$ cat src/rtl/pwm_pkg.sv
// pwm_pkg: shared FSM encoding, widths and duty helpers for the servo PWM stage.
package pwm_pkg;

    localparam int DUTY_W       = 8;
    localparam int PERIOD_TICKS = 256;

    typedef logic [DUTY_W-1:0] duty_t;

    typedef enum logic [1:0] {
        IDLE  = 2'd0,
        RUN   = 2'd1,
        DRAIN = 2'd2
    } state_e;

    function automatic duty_t clamp_duty(input duty_t v, input duty_t lo, input duty_t hi);
        if (v < lo) return lo;
        if (v > hi) return hi;
        return v;
    endfunction

endpackage

$ cat src/rtl/control_pwm_servo_if.sv
// control_pwm_servo_if: duty-word handshake from the filter/truncation path.
// valid/ready: the source holds dato_valid and dato_duty stable until a cycle with
// dato_valid && dato_ready, which transfers exactly one word; ready never depends on valid.
interface control_pwm_servo_if;
    import pwm_pkg::*;

    logic  dato_valid;
    duty_t dato_duty;
    logic  dato_ready;

    modport master (output dato_valid, output dato_duty, input dato_ready);
    modport slave  (input dato_valid, input dato_duty, output dato_ready);

endinterface

$ cat src/rtl/control_pwm_servo_divisor_tick.sv
// divisor_tick: clock-enable generator, one tick every PRESCALE clocks.
// clear_i holds the count at 0 and suppresses the tick.
module divisor_tick #(
    parameter int PRESCALE = 4
) (
    input  logic clk,
    input  logic reset,
    input  logic clear_i,
    output logic tick_o
);

    localparam int             CW   = (PRESCALE > 1) ? $clog2(PRESCALE) : 1;
    localparam logic [CW-1:0]  LAST = CW'(PRESCALE - 1);

    logic [CW-1:0] cnt_q, cnt_d;

    always_comb begin
        cnt_d = cnt_q;
        if (clear_i || (cnt_q == LAST)) begin
            cnt_d = '0;
        end else begin
            cnt_d = cnt_q + CW'(1);
        end
    end

    assign tick_o = !clear_i && (cnt_q == LAST);

    always_ff @(posedge clk or posedge reset) begin
        if (reset) begin
            cnt_q <= '0;
        end else begin
            cnt_q <= cnt_d;
        end
    end

endmodule

$ cat src/rtl/control_pwm_servo.sv
// control_pwm_servo: shadow-buffered duty sequencer, sample pacer and PWM generator.
// Define DUTY_LIMIT_EN to clamp the applied duty to [DUTY_MIN, DUTY_MAX].
module control_pwm_servo
    import pwm_pkg::*;
#(
    parameter int    PRESCALE   = 4,
    parameter int    SAMPLE_DIV = 16,
    parameter duty_t DUTY_MIN   = 8'd10,
    parameter duty_t DUTY_MAX   = 8'd245
) (
    input  logic               clk,
    input  logic               reset,
    input  logic               enable,
    control_pwm_servo_if.slave dato,
    output logic               muestra_req,
    output logic               pwm_out,
    output logic               fin_periodo,
    output duty_t              duty_activo,
    output logic               falta_dato,
    output state_e             state_dbg
);

    localparam int          DIV_W    = (SAMPLE_DIV > 1) ? $clog2(SAMPLE_DIV) : 1;
    localparam logic [DIV_W-1:0] DIV_LAST = DIV_W'(SAMPLE_DIV - 1);
    localparam duty_t       CNT_LAST = DUTY_W'(PERIOD_TICKS - 1);

    state_e            state_q, state_d;
    duty_t             cnt_q, cnt_d;
    duty_t             duty_q, duty_d;
    duty_t             shadow_q, shadow_d;
    logic              full_q, full_d;
    logic [DIV_W-1:0]  div_q, div_d;
    logic              pwm_q, pwm_d;
    logic              fin_q, fin_d;
    logic              req_q, req_d;
    logic              falta_q, falta_d;
    logic              got_q, got_d;
    logic              req_seen_q, req_seen_d;

    logic              tick;
    logic              running;
    logic              presc_clear;
    logic              entry;
    logic              boundary;
    logic              accept;
    logic              load;
    logic              sample_due;
    duty_t             limited;

    divisor_tick #(
        .PRESCALE (PRESCALE)
    ) u_divisor_tick (
        .clk     (clk),
        .reset   (reset),
        .clear_i (presc_clear),
        .tick_o  (tick)
    );

    assign boundary = running && tick && (cnt_q == CNT_LAST);

    always_ff @(posedge clk or posedge reset) begin
        if (reset) begin
            state_q <= IDLE;
        end else begin
            state_q <= state_d;
        end
    end

    // DRAIN returns to RUN as soon as enable comes back, without touching the counters.
    always_comb begin
        state_d = state_q;
        unique case (state_q)
            IDLE:    if (enable) state_d = RUN;
            RUN:     if (!enable) state_d = DRAIN;
            DRAIN: begin
                if (enable) begin
                    state_d = RUN;
                end else if (boundary) begin
                    state_d = IDLE;
                end
            end
            default: state_d = IDLE;
        endcase
    end

    always_comb begin
        running     = 1'b0;
        presc_clear = 1'b1;
        entry       = 1'b0;
        unique case (state_q)
            IDLE:       entry = enable;
            RUN, DRAIN: begin
                running     = 1'b1;
                presc_clear = 1'b0;
            end
            default: ;
        endcase
    end

`ifdef DUTY_LIMIT_EN
    assign limited = clamp_duty(shadow_q, DUTY_MIN, DUTY_MAX);
`else
    logic unused_duty_limits;
    assign unused_duty_limits = ^{DUTY_MIN, DUTY_MAX};
    assign limited = shadow_q;
`endif

    // Run entry behaves as a boundary: it applies the shadow and starts a sample interval.
    assign accept     = dato.dato_valid && !full_q;
    assign load       = (entry || boundary) && full_q;
    assign sample_due = entry || (boundary && (div_q == DIV_LAST));

    always_comb begin
        cnt_d = cnt_q;
        if (!running) begin
            cnt_d = '0;
        end else if (tick) begin
            cnt_d = cnt_q + DUTY_W'(1);
        end

        div_d = div_q;
        if (entry) begin
            div_d = '0;
        end else if (boundary) begin
            div_d = (div_q == DIV_LAST) ? '0 : div_q + DIV_W'(1);
        end

        full_d   = full_q;
        shadow_d = shadow_q;
        duty_d   = duty_q;
        if (load) begin
            full_d = 1'b0;
            duty_d = limited;
        end else if (accept) begin
            full_d   = 1'b1;
            shadow_d = dato.dato_duty;
        end

        pwm_d = running && (cnt_q < duty_q);
        fin_d = boundary;
        req_d = sample_due;

        got_d      = got_q;
        req_seen_d = req_seen_q || sample_due;
        falta_d    = falta_q;
        if (sample_due) begin
            got_d = 1'b0;
            if (req_seen_q && !(got_q || accept)) falta_d = 1'b1;
        end else if (accept) begin
            got_d = 1'b1;
        end
    end

    always_ff @(posedge clk or posedge reset) begin
        if (reset) begin
            cnt_q      <= '0;
            div_q      <= '0;
            full_q     <= 1'b0;
            shadow_q   <= '0;
            duty_q     <= '0;
            pwm_q      <= 1'b0;
            fin_q      <= 1'b0;
            req_q      <= 1'b0;
            got_q      <= 1'b0;
            req_seen_q <= 1'b0;
            falta_q    <= 1'b0;
        end else begin
            cnt_q      <= cnt_d;
            div_q      <= div_d;
            full_q     <= full_d;
            shadow_q   <= shadow_d;
            duty_q     <= duty_d;
            pwm_q      <= pwm_d;
            fin_q      <= fin_d;
            req_q      <= req_d;
            got_q      <= got_d;
            req_seen_q <= req_seen_d;
            falta_q    <= falta_d;
        end
    end

    assign dato.dato_ready = !full_q;
    assign muestra_req     = req_q;
    assign pwm_out         = pwm_q;
    assign fin_periodo     = fin_q;
    assign duty_activo     = duty_q;
    assign falta_dato      = falta_q;
    assign state_dbg       = state_q;

endmodule
$ cat src/flat_wrapper.sv
// flat-port wrapper written by rule: the top's interface ports become plain ports
module control_pwm_servo_flat import pwm_pkg::*;
#(
    parameter int    PRESCALE   = 4,
    parameter int    SAMPLE_DIV = 16,
    parameter duty_t DUTY_MIN   = 8'd10,
    parameter duty_t DUTY_MAX   = 8'd245
)
  (clk, reset, enable, muestra_req, pwm_out, fin_periodo, duty_activo, falta_dato, state_dbg, dato_dato_valid, dato_dato_duty, dato_dato_ready);
  control_pwm_servo_if dato_i ();
  input  logic clk;
  input  logic reset;
  input  logic enable;
  output logic muestra_req;
  output logic pwm_out;
  output logic fin_periodo;
  output duty_t duty_activo;
  output logic falta_dato;
  output state_e state_dbg;
  input wire logic [$bits(dato_i.dato_valid)-1:0] dato_dato_valid;
  input wire logic [$bits(dato_i.dato_duty)-1:0] dato_dato_duty;
  output wire logic [$bits(dato_i.dato_ready)-1:0] dato_dato_ready;
  assign dato_i.dato_valid = dato_dato_valid;
  assign dato_i.dato_duty = dato_dato_duty;
  assign dato_dato_ready = dato_i.dato_ready;
  control_pwm_servo #(.PRESCALE(PRESCALE), .SAMPLE_DIV(SAMPLE_DIV), .DUTY_MIN(DUTY_MIN), .DUTY_MAX(DUTY_MAX)) u_core (.clk(clk), .reset(reset), .enable(enable), .dato(dato_i), .muestra_req(muestra_req), .pwm_out(pwm_out), .fin_periodo(fin_periodo), .duty_activo(duty_activo), .falta_dato(falta_dato), .state_dbg(state_dbg));
endmodule
$ cat config.mk
export PLATFORM = sky130hd
export DESIGN_NAME = control_pwm_servo_flat
export DESIGN_NICKNAME = d
export VERILOG_FILES = /design/src/rtl/pwm_pkg.sv /design/src/rtl/control_pwm_servo_if.sv /design/src/rtl/control_pwm_servo_divisor_tick.sv /design/src/rtl/control_pwm_servo.sv /design/src/flat_wrapper.sv
export SDC_FILE = /design/constraint.sdc
export NUM_CORES = 1
export LEC_CHECK = 0
export ABC_AREA = 0
export CAP_MARGIN = 20
export CORE_MARGIN = 2
export CORE_UTILIZATION = 50
export CTS_BUF_LIST = sky130_fd_sc_hd__clkbuf_8
export DETAILED_ROUTE_END_ITERATION = 8
export PLACE_DENSITY = 0.74
export SYNTH_ARGS = -nofsm -noshare
export SYNTH_HDL_FRONTEND = slang
export SYNTH_HIERARCHICAL = 1
export SYNTH_SLANG_ARGS = --single-unit
$ cat constraint.sdc
create_clock -name clk -period 3.1 [get_ports clk]
set_input_delay 0.62 -clock clk [delete_from_list [all_inputs] [get_ports clk]]
set_output_delay 0.62 -clock clk [all_outputs]
set_load 0.01 [all_outputs]
==> qor.txt, run 1 <==
worst reg2reg path depth: 8
Met1 Wirelength: 1.54 mm
cell types occupying the most area after synthesis: dfrtp_1 (52%), mux2_2 (11%), ha_1 (10%)
most repeated cell in the gate-level netlist after synthesis: dfrtp_1
Horiz. Die Dim: 65.2 um
max-capacitance violation count: 0
Chip Height: 65.2 um
FMAX: 375 MHz
fraction of power spent switching nets: 0.316
Antenna Diode Count: 0
insertion delay to the later sink of the worst-skew pair: 0.29 ns
DR pass1 iterations: 4
RSZ-0062 raised after global routing: false
main combinational cell family by area after synthesis: multiplexers
DIE AREA: 4260 um^2
number of nets in the finished design: 215
ports placed on the boundary: 27
Bufs on Longest Clock Path: 2
residual overflow from global routing: 0
setup tns final: 0 ns
portion of total power attributed to the clock network: 0.222
data arrival at the endpoint of the critical path: 2.84 ns
TritonCTS clock tree: yes
initial standard-cell utilization of the core: 0.516
sw power: 615 uW
Post-Synth XOR/XNOR Area: 0.0280
Post-Layout Inst Area: 2320 um^2
Vias: 1263
pin count of the biggest net entering global routing: 38
time the final worst path needs with I/O delays and setup: 2.66 ns
sequential-to-total area share from yosys stat: 0.520
max-slew violation total from the final report: 0
placement row count: 22
yosys synthesis warning count: 6
post-detailed-routing wire length: 3.52 mm
FF-to-FF End: u_core/duty_activo[1]
portion of total power attributed to combinational logic: 0.374
dominant register cell in the synthesized netlist: dfrtp_1
fraction of the cycle the final worst path needs: 0.859
Slew @ Worst Pin: 0.467 ns
number of flops mapped to enable cells by yosys: 0
maximum net fanout on the critical path: 12
sequential power share: 0.403
H-tree levels: 2
synthesized-area fraction occupied by ao, oa, aoi and oai cells: 0.0814
Post-Synth Simple-Gate Area: 0.117
worst hold-check slack: 0.454 ns
detailed-route DRC error count: 0
Worst Hold Launch: u_core/u_divisor_tick/cnt_q[0]
Syn-to-layout area delta: 23.5%
Worst Hold Endpoint: u_core/u_divisor_tick/cnt_q[0]
Routed met3 length: 123 um
total clock sinks: 39
number of hold violations in the final report: 0
number of buffers added to fix hold violations after cts: 0
TritonCTS Buffers: 5
post-CTS resize count: 0
Post-synth ARST share: 1.00
highest metal layer with signal wires: met4
flip-flop and latch count after synthesis: 39
maximum resistive drop on vdd: 0.473 mV
FF+latch area: 976 um^2
layout cell share with drive strength beyond 1: 0.196
type of the most critical hold path: reg -> reg
first-pass GRT wire length: 6.21 mm
instance area after placement: 2200 um^2
standby leakage power: 0.00108 uW
mux cell area share after synthesis: 0.119
cell at the root of the clock tree: clkbuf_8
FF-to-FF Start: u_core/state_dbg[0]
Wirelength per Cell: 14.9 um
required time at the worst-slack endpoint: 3.28 ns
synthesized netlist net count: 183
slack of the worst reg-to-reg path: 0.44 ns
path type of the worst setup path: reg -> reg
worst clock skew: 0.00420 ns
Synth Cell Area: 1880 um^2
internal power: 1330 uW
total setup violations reported at the end of the flow: 0
routed length on met2: 1.79 mm
number of library cell types mapped by synthesis: 37
GRT Total Usage: 0.195
placeable core region: 3630 um^2
worst slew margin relative to its limit: 0.688
routability-driven placement congestion ratio: 0.730
fraction of post-synthesis cell area in the top cell type by area: 0.520
adder and majority cell fraction of the synthesized area: 0.100
antenna violations before repair: 0
via count of the first global-routing pass: 1340
Cells after Synth: 156
area occupied by multi-input gates: 835 um^2
sort of element at the start of the critical path: flop
number of routed nets with antenna violations: 0
post-detailed-placement half-perimeter wirelength: 2.59 mm
ranking of synthesized cells by instance count: dfrtp_1 (39), mux2_2 (18), ha_1 (15)
fill count: 300
Port Buffer Count: 26
synthesized area per cell: 12.0 um^2
number of post-CTS setup repair buffers: 0
run status: completed
Yosys top cell by area: dfrtp_1
Power Dens Cells: 840 nW/um^2
DR vias/cell: 5.33
cell depth of the worst hold path: 1
CP Capture Type: flop
Worst-path clk slew: 0.07 ns
Iteration-0 DRC Markers: 51
## stage by stage
| stage | power (uW) | setup WS, ns | cells | utilization |
|---|---|---|---|---|
| 2_1_floorplan | 1220 | 0.850 | 156 | - |
| 3_3_place_gp | 1480 | 0.605 | 229 | 0.605 |
| 3_5_place_dp | 1530 | 0.473 | 229 | 0.605 |
| 4_1_cts | 1970 | 0.453 | 237 | 0.637 |
| 5_1_grt | 2080 | 0.203 | 237 | 0.637 |
| 6_report | 1950 | 0.437 | 237 | 0.637 |
## cell usage in the layout (no fill, tap or decap), types with 3 or more instances in the layout
cell	count
xor2_1	3
o21ai_0	4
clkdlybuf4s50_1	26
dfrtp_1	39
nor2_1	13
nand2b_1	3
ha_1	15
clkbuf_8	6
a21oi_1	5
or3_1	4
xnor2_1	3
mux2_2	18
inv_1	13
nand2_1	3
## power by group through the flow
| stage | clock network, uW | logic, uW | registers (uW) |
|---|---|---|---|
| floorplan | 0 | 419 | 800 |
| global placement | 0 | 697 | 779 |
| detailed placement | 0 | 734 | 797 |
| CTS | 445 | 738 | 788 |
| global route | 466 | 806 | 810 |
| finish | 433 | 729 | 785 |
## worst max-delay path by stage
stage | to | slack (ns) | cells after the start | start
after floorplan | u_core/duty_activo[0] | 0.85 | 9 | u_core/state_dbg[0]
after global placement | u_core/duty_activo[4] | 0.60 | 8 | u_core/state_dbg[0]
after detailed placement | u_core/duty_activo[1] | 0.47 | 8 | u_core/state_dbg[0]
after CTS | u_core/duty_activo[1] | 0.45 | 8 | u_core/state_dbg[0]
after global routing | u_core/duty_activo[6] | 0.20 | 8 | u_core/state_dbg[0]
final | u_core/duty_activo[1] | 0.44 | 8 | u_core/state_dbg[0]
## layer usage
| metal | vias to the layer above | GRT usage |
|---|---|---|
| li1 | 606 | - |
| met1 | 624 | 0.241 |
| met4 | 0 | 0.0703 |
| met5 | - | 0 |
| met3 | 7 | 0.0582 |
| met2 | 26 | 0.325 |
## registers in the layout, indices dropped and copies added, names as in the netlist, 2 cells and up
register and count:
u_core/div_q 4, u_core/limited 8, u_core/cnt_q 8, u_core/duty_activo 8, u_core/u_divisor_tick/cnt_q 2, u_core/state_dbg 2
## worst max-delay path, cell delays in order (launching register included)
cell and delay (ns):
dfrtp_1 0.44, inv_1 0.09, ha_1 0.31, inv_2 0.11, nor2b_1 0.41, nand3_1 0.26, nor3_4 0.47, o21ai_4 0.16
mux2_2 0.30
## final cells by class
type,instances,area share
Tap cell,48,0.0259
Multi-Input combinational cell,100,0.360
Clock buffer,6,0.0357
Clock inverter,2,0.0151
Sequential cell,39,0.421
Timing Repair Buffer,28,0.119
Inverter,14,0.0227
## logic make-up after synthesis
group / count (synthesis)
buffers and inverters: 17
and+or+nand+nor: 38
xor gates and xnor gates: 6
AOI/OAI and AO/OA: 21
adders and majority gates: 15
DFF: 39
muxes: 20
(Power assumes the default switching activity.)
==> inputs of run 2 (changes only) <==
HOLD_SLACK_MARGIN = 0.06   (was unset)
==> results of run 2 <==
Same layout as run 1: the final DEF is identical, and so are final timing and power.
==> inputs of run 3 (changes only) <==
GPL_TIMING_DRIVEN = 1   (was unset)
SETUP_SLACK_MARGIN = 0.5   (was unset)
==> run 3 against run 2 <==
Clock power about the same; count of clock-buffer cells in the layout unchanged; clock skew barely moved; largest power group unchanged; hold slack hardly changed; sequential cell count stayed put; via count up 0.16%; non-clock buffer count rose by 2; utilization grew 0.48 points; largest cell class unchanged; cell count up 0.84%; sequential power is essentially flat; worst setup slack gained 0.30 ns.
==> qor.txt, run 3 (synthesis gave the netlist of run 1 again) <==
Cell Chain, Critical Path: inv_1, ha_1, inv_2, nor2b_2, nand3_1, nor3_4, o21ai_4, mux2_2
worst hold-check slack: 0.454 ns (-0.0000290 ns)
post-detailed-routing wire length: 3.54 mm (+0.48%)
number of hold violations in the final report: 0 (unchanged)
leading cell types in the layout, fill and taps excluded: dfrtp_1 (39), clkdlybuf4s50_1 (26), mux2_2 (18)
instance area after placement: 2200 um^2 (unchanged)
sort of element at the start of the critical path: flop
Chip Height: 65.2 um (unchanged)
Port Buffer Count: 26 (unchanged)
insertion delay to the later sink of the worst-skew pair: 0.29 ns (about the same)
Slowest cell on crit path: dfrtp_1
detailed-route DRC error count: 0 (unchanged)
number of nets in the finished design: 217 (+0.93%)
initial standard-cell utilization of the core: 0.516 (unchanged)
total setup violations reported at the end of the flow: 0 (unchanged)
Antenna Diode Count: 0 (unchanged)
data arrival at the endpoint of the critical path: 2.54 ns (-0.30 ns)
post-detailed-placement half-perimeter wirelength: 2.59 mm (unchanged)
setup tns final: 0 ns (unchanged)
placeable core region: 3630 um^2 (unchanged)
worst clock skew: 0.00384 ns (-0.000360 ns)
cell at the root of the clock tree: clkbuf_8
DIE AREA: 4260 um^2 (unchanged)
Syn-to-layout area delta: 24.4%
sw power: 617 uW (+0.22%)
fill count: 296 (-1.3%)
standby leakage power: 0.00109 uW (+1.0%)
Worst-path clk slew: 0.07 ns (about the same)
number of buffers added to fix hold violations after cts: 0 (unchanged)
crit-path max cell delay: 0.44 ns (-0.03 ns)
via count of the first global-routing pass: 1339 (-0.075%)
met2 Use GR: 0.325 (unchanged)
DR pass1 iterations: 4 (unchanged)
FMAX: 423 MHz (+13%)
TritonCTS Buffers: 5 (unchanged)
residual overflow from global routing: 0 (unchanged)
maximum resistive drop on vdd: 0.473 mV (about the same)
max-capacitance violation count: 0 (unchanged)
sequential power share: 0.403 (about the same)
worst slew margin relative to its limit: 0.689 (+0.00104)
Horiz. Die Dim: 65.2 um (unchanged)
type of the most critical hold path: reg -> reg
H-tree levels: 2 (unchanged)
layout cell share with drive strength beyond 1: 0.209 (+0.0137)
GRT Total Usage: 0.195 (-0.000369)
met3 Resource Use GR: 0.0582 (unchanged)
Vias: 1265 (+0.16%)
time the final worst path needs with I/O delays and setup: 2.36 ns (-0.299 ns)
RSZ-0062 raised after global routing: false
required time at the worst-slack endpoint: 3.28 ns (about the same)
maximum net fanout on the critical path: 12 (unchanged)
Post-Layout Inst Area: 2330 um^2 (+0.76%)
busiest grt layer: met2
antenna violations before repair: 0 (unchanged)
number of placed instances, taps included: 229 (unchanged)
first-pass GRT wire length: 6.20 mm (-0.23%)
Wirelength per Cell: 14.8 um (-0.36%)
fraction of the cycle the final worst path needs: 0.763 (-0.0965)
portion of total power attributed to combinational logic: 0.375 (about the same)
TritonCTS clock tree: yes
number of standard cells in the final layout excluding fillers: 239 (+0.84%)
path type of the worst setup path: reg -> reg
run status: completed
DR vias/cell: 5.29 (-0.68%)
met1 usage in global routing: 0.240 (-0.00112)
pin count of the biggest net entering global routing: 38 (unchanged)
Power Dens Cells: 835 nW/um^2 (-0.66%)
CP Capture Type: flop
placement row count: 22 (unchanged)
routability-driven placement congestion ratio: 0.730 (unchanged)
fraction of power spent switching nets: 0.317 (+0.000398)
Iteration-0 DRC Markers: 51 (unchanged)
most common library cell in the layout ignoring fill and taps: dfrtp_1
number of routed nets with antenna violations: 0 (unchanged)
Slew @ Worst Pin: 0.466 ns (-0.000597 ns)
portion of total power attributed to the clock network: 0.222 (about the same)
max-slew violation total from the final report: 0 (unchanged)
total clock sinks: 39 (unchanged)
internal power: 1330 uW (about the same)
ports placed on the boundary: 27 (unchanged)
Bufs on Longest Clock Path: 2 (unchanged)
-- run 3: changes by cell type in the layout (fill, tap and decap cells not counted) --
cell | previous run | this run
nor2b_2 | 0 | 1
nor2b_1 | 2 | 1
buf_4 | 2 | 4
-- run 3: per-stage QoR --
step,setup slack (ns),util,total power [uW]
detailed placement,0.473,0.605,1530
floorplan,0.850,-,1220
CTS,0.614,0.638,1970
finish,0.736,0.642,1950
global placement,0.605,0.605,1480
global route,0.556,0.642,2080
-- run 3: power by group through the flow --
stage	registers (uW)	logic (uW)	clock network, uW
after floorplan	800	419	0
after global placement	779	697	0
after detailed placement	797	734	0
after CTS	788	741	445
after global routing	810	808	466
final	785	731	432
-- run 3: worst paths after layout --
kind / from / endpoint / slack (ns) / depth (start not counted)
worst max-delay path: u_core/state_dbg[0] / u_core/duty_activo[1] / 0.74 / 8
worst min-delay path: u_core/u_divisor_tick/cnt_q[0] / u_core/u_divisor_tick/cnt_q[0] / 0.45 / 1
max in group asynchronous: reset / u_core/state_dbg[0] / 2.00 / 3
worst max register to register: u_core/state_dbg[0] / u_core/duty_activo[1] / 0.74 / 8
worst min register to register: u_core/u_divisor_tick/cnt_q[0] / u_core/u_divisor_tick/cnt_q[0] / 0.45 / 1
min in group asynchronous: reset / u_core/u_divisor_tick/cnt_q[1] / 0.51 / 2
-- run 3: area by class of cell --
class,count,area (um^2),area share
clock inverter,2,35.0,0.0150
clock buffer,6,82.6,0.0354
inverter,14,52.6,0.0225
multi-input combinational,100,837,0.359
timing repair buffer,30,290,0.124
tap,48,60.1,0.0257
sequential,39,976,0.418
-- run 3: metal layers --
metal | routed length [um] | part of all wire
met2 | 1780 | 0.50
met4 | 66 | 0.019
met3 | 137 | 0.039
met1 | 1550 | 0.44
met5 | 0 | 0
-- run 3: critical path: cells and delay by family (launching register included) --
kind            cells  cell delay (ns)
simple gates        3             0.86
compound gates      1             0.15
mux                 1             0.29
buf+inv             2             0.20
fa+ha+maj           1             0.31
flops               1             0.44
-- run 3: timing repair --
| action | in CTS | in global routing |
|---|---|---|
| gates resized for setup | 1 | 0 |
| setup endpoints to repair | 10 | 15 |
| buffers inserted | 0 | 2 |
| pin swaps | 0 | 1 |
| endpoints found under the hold margin | 0 | 0 |
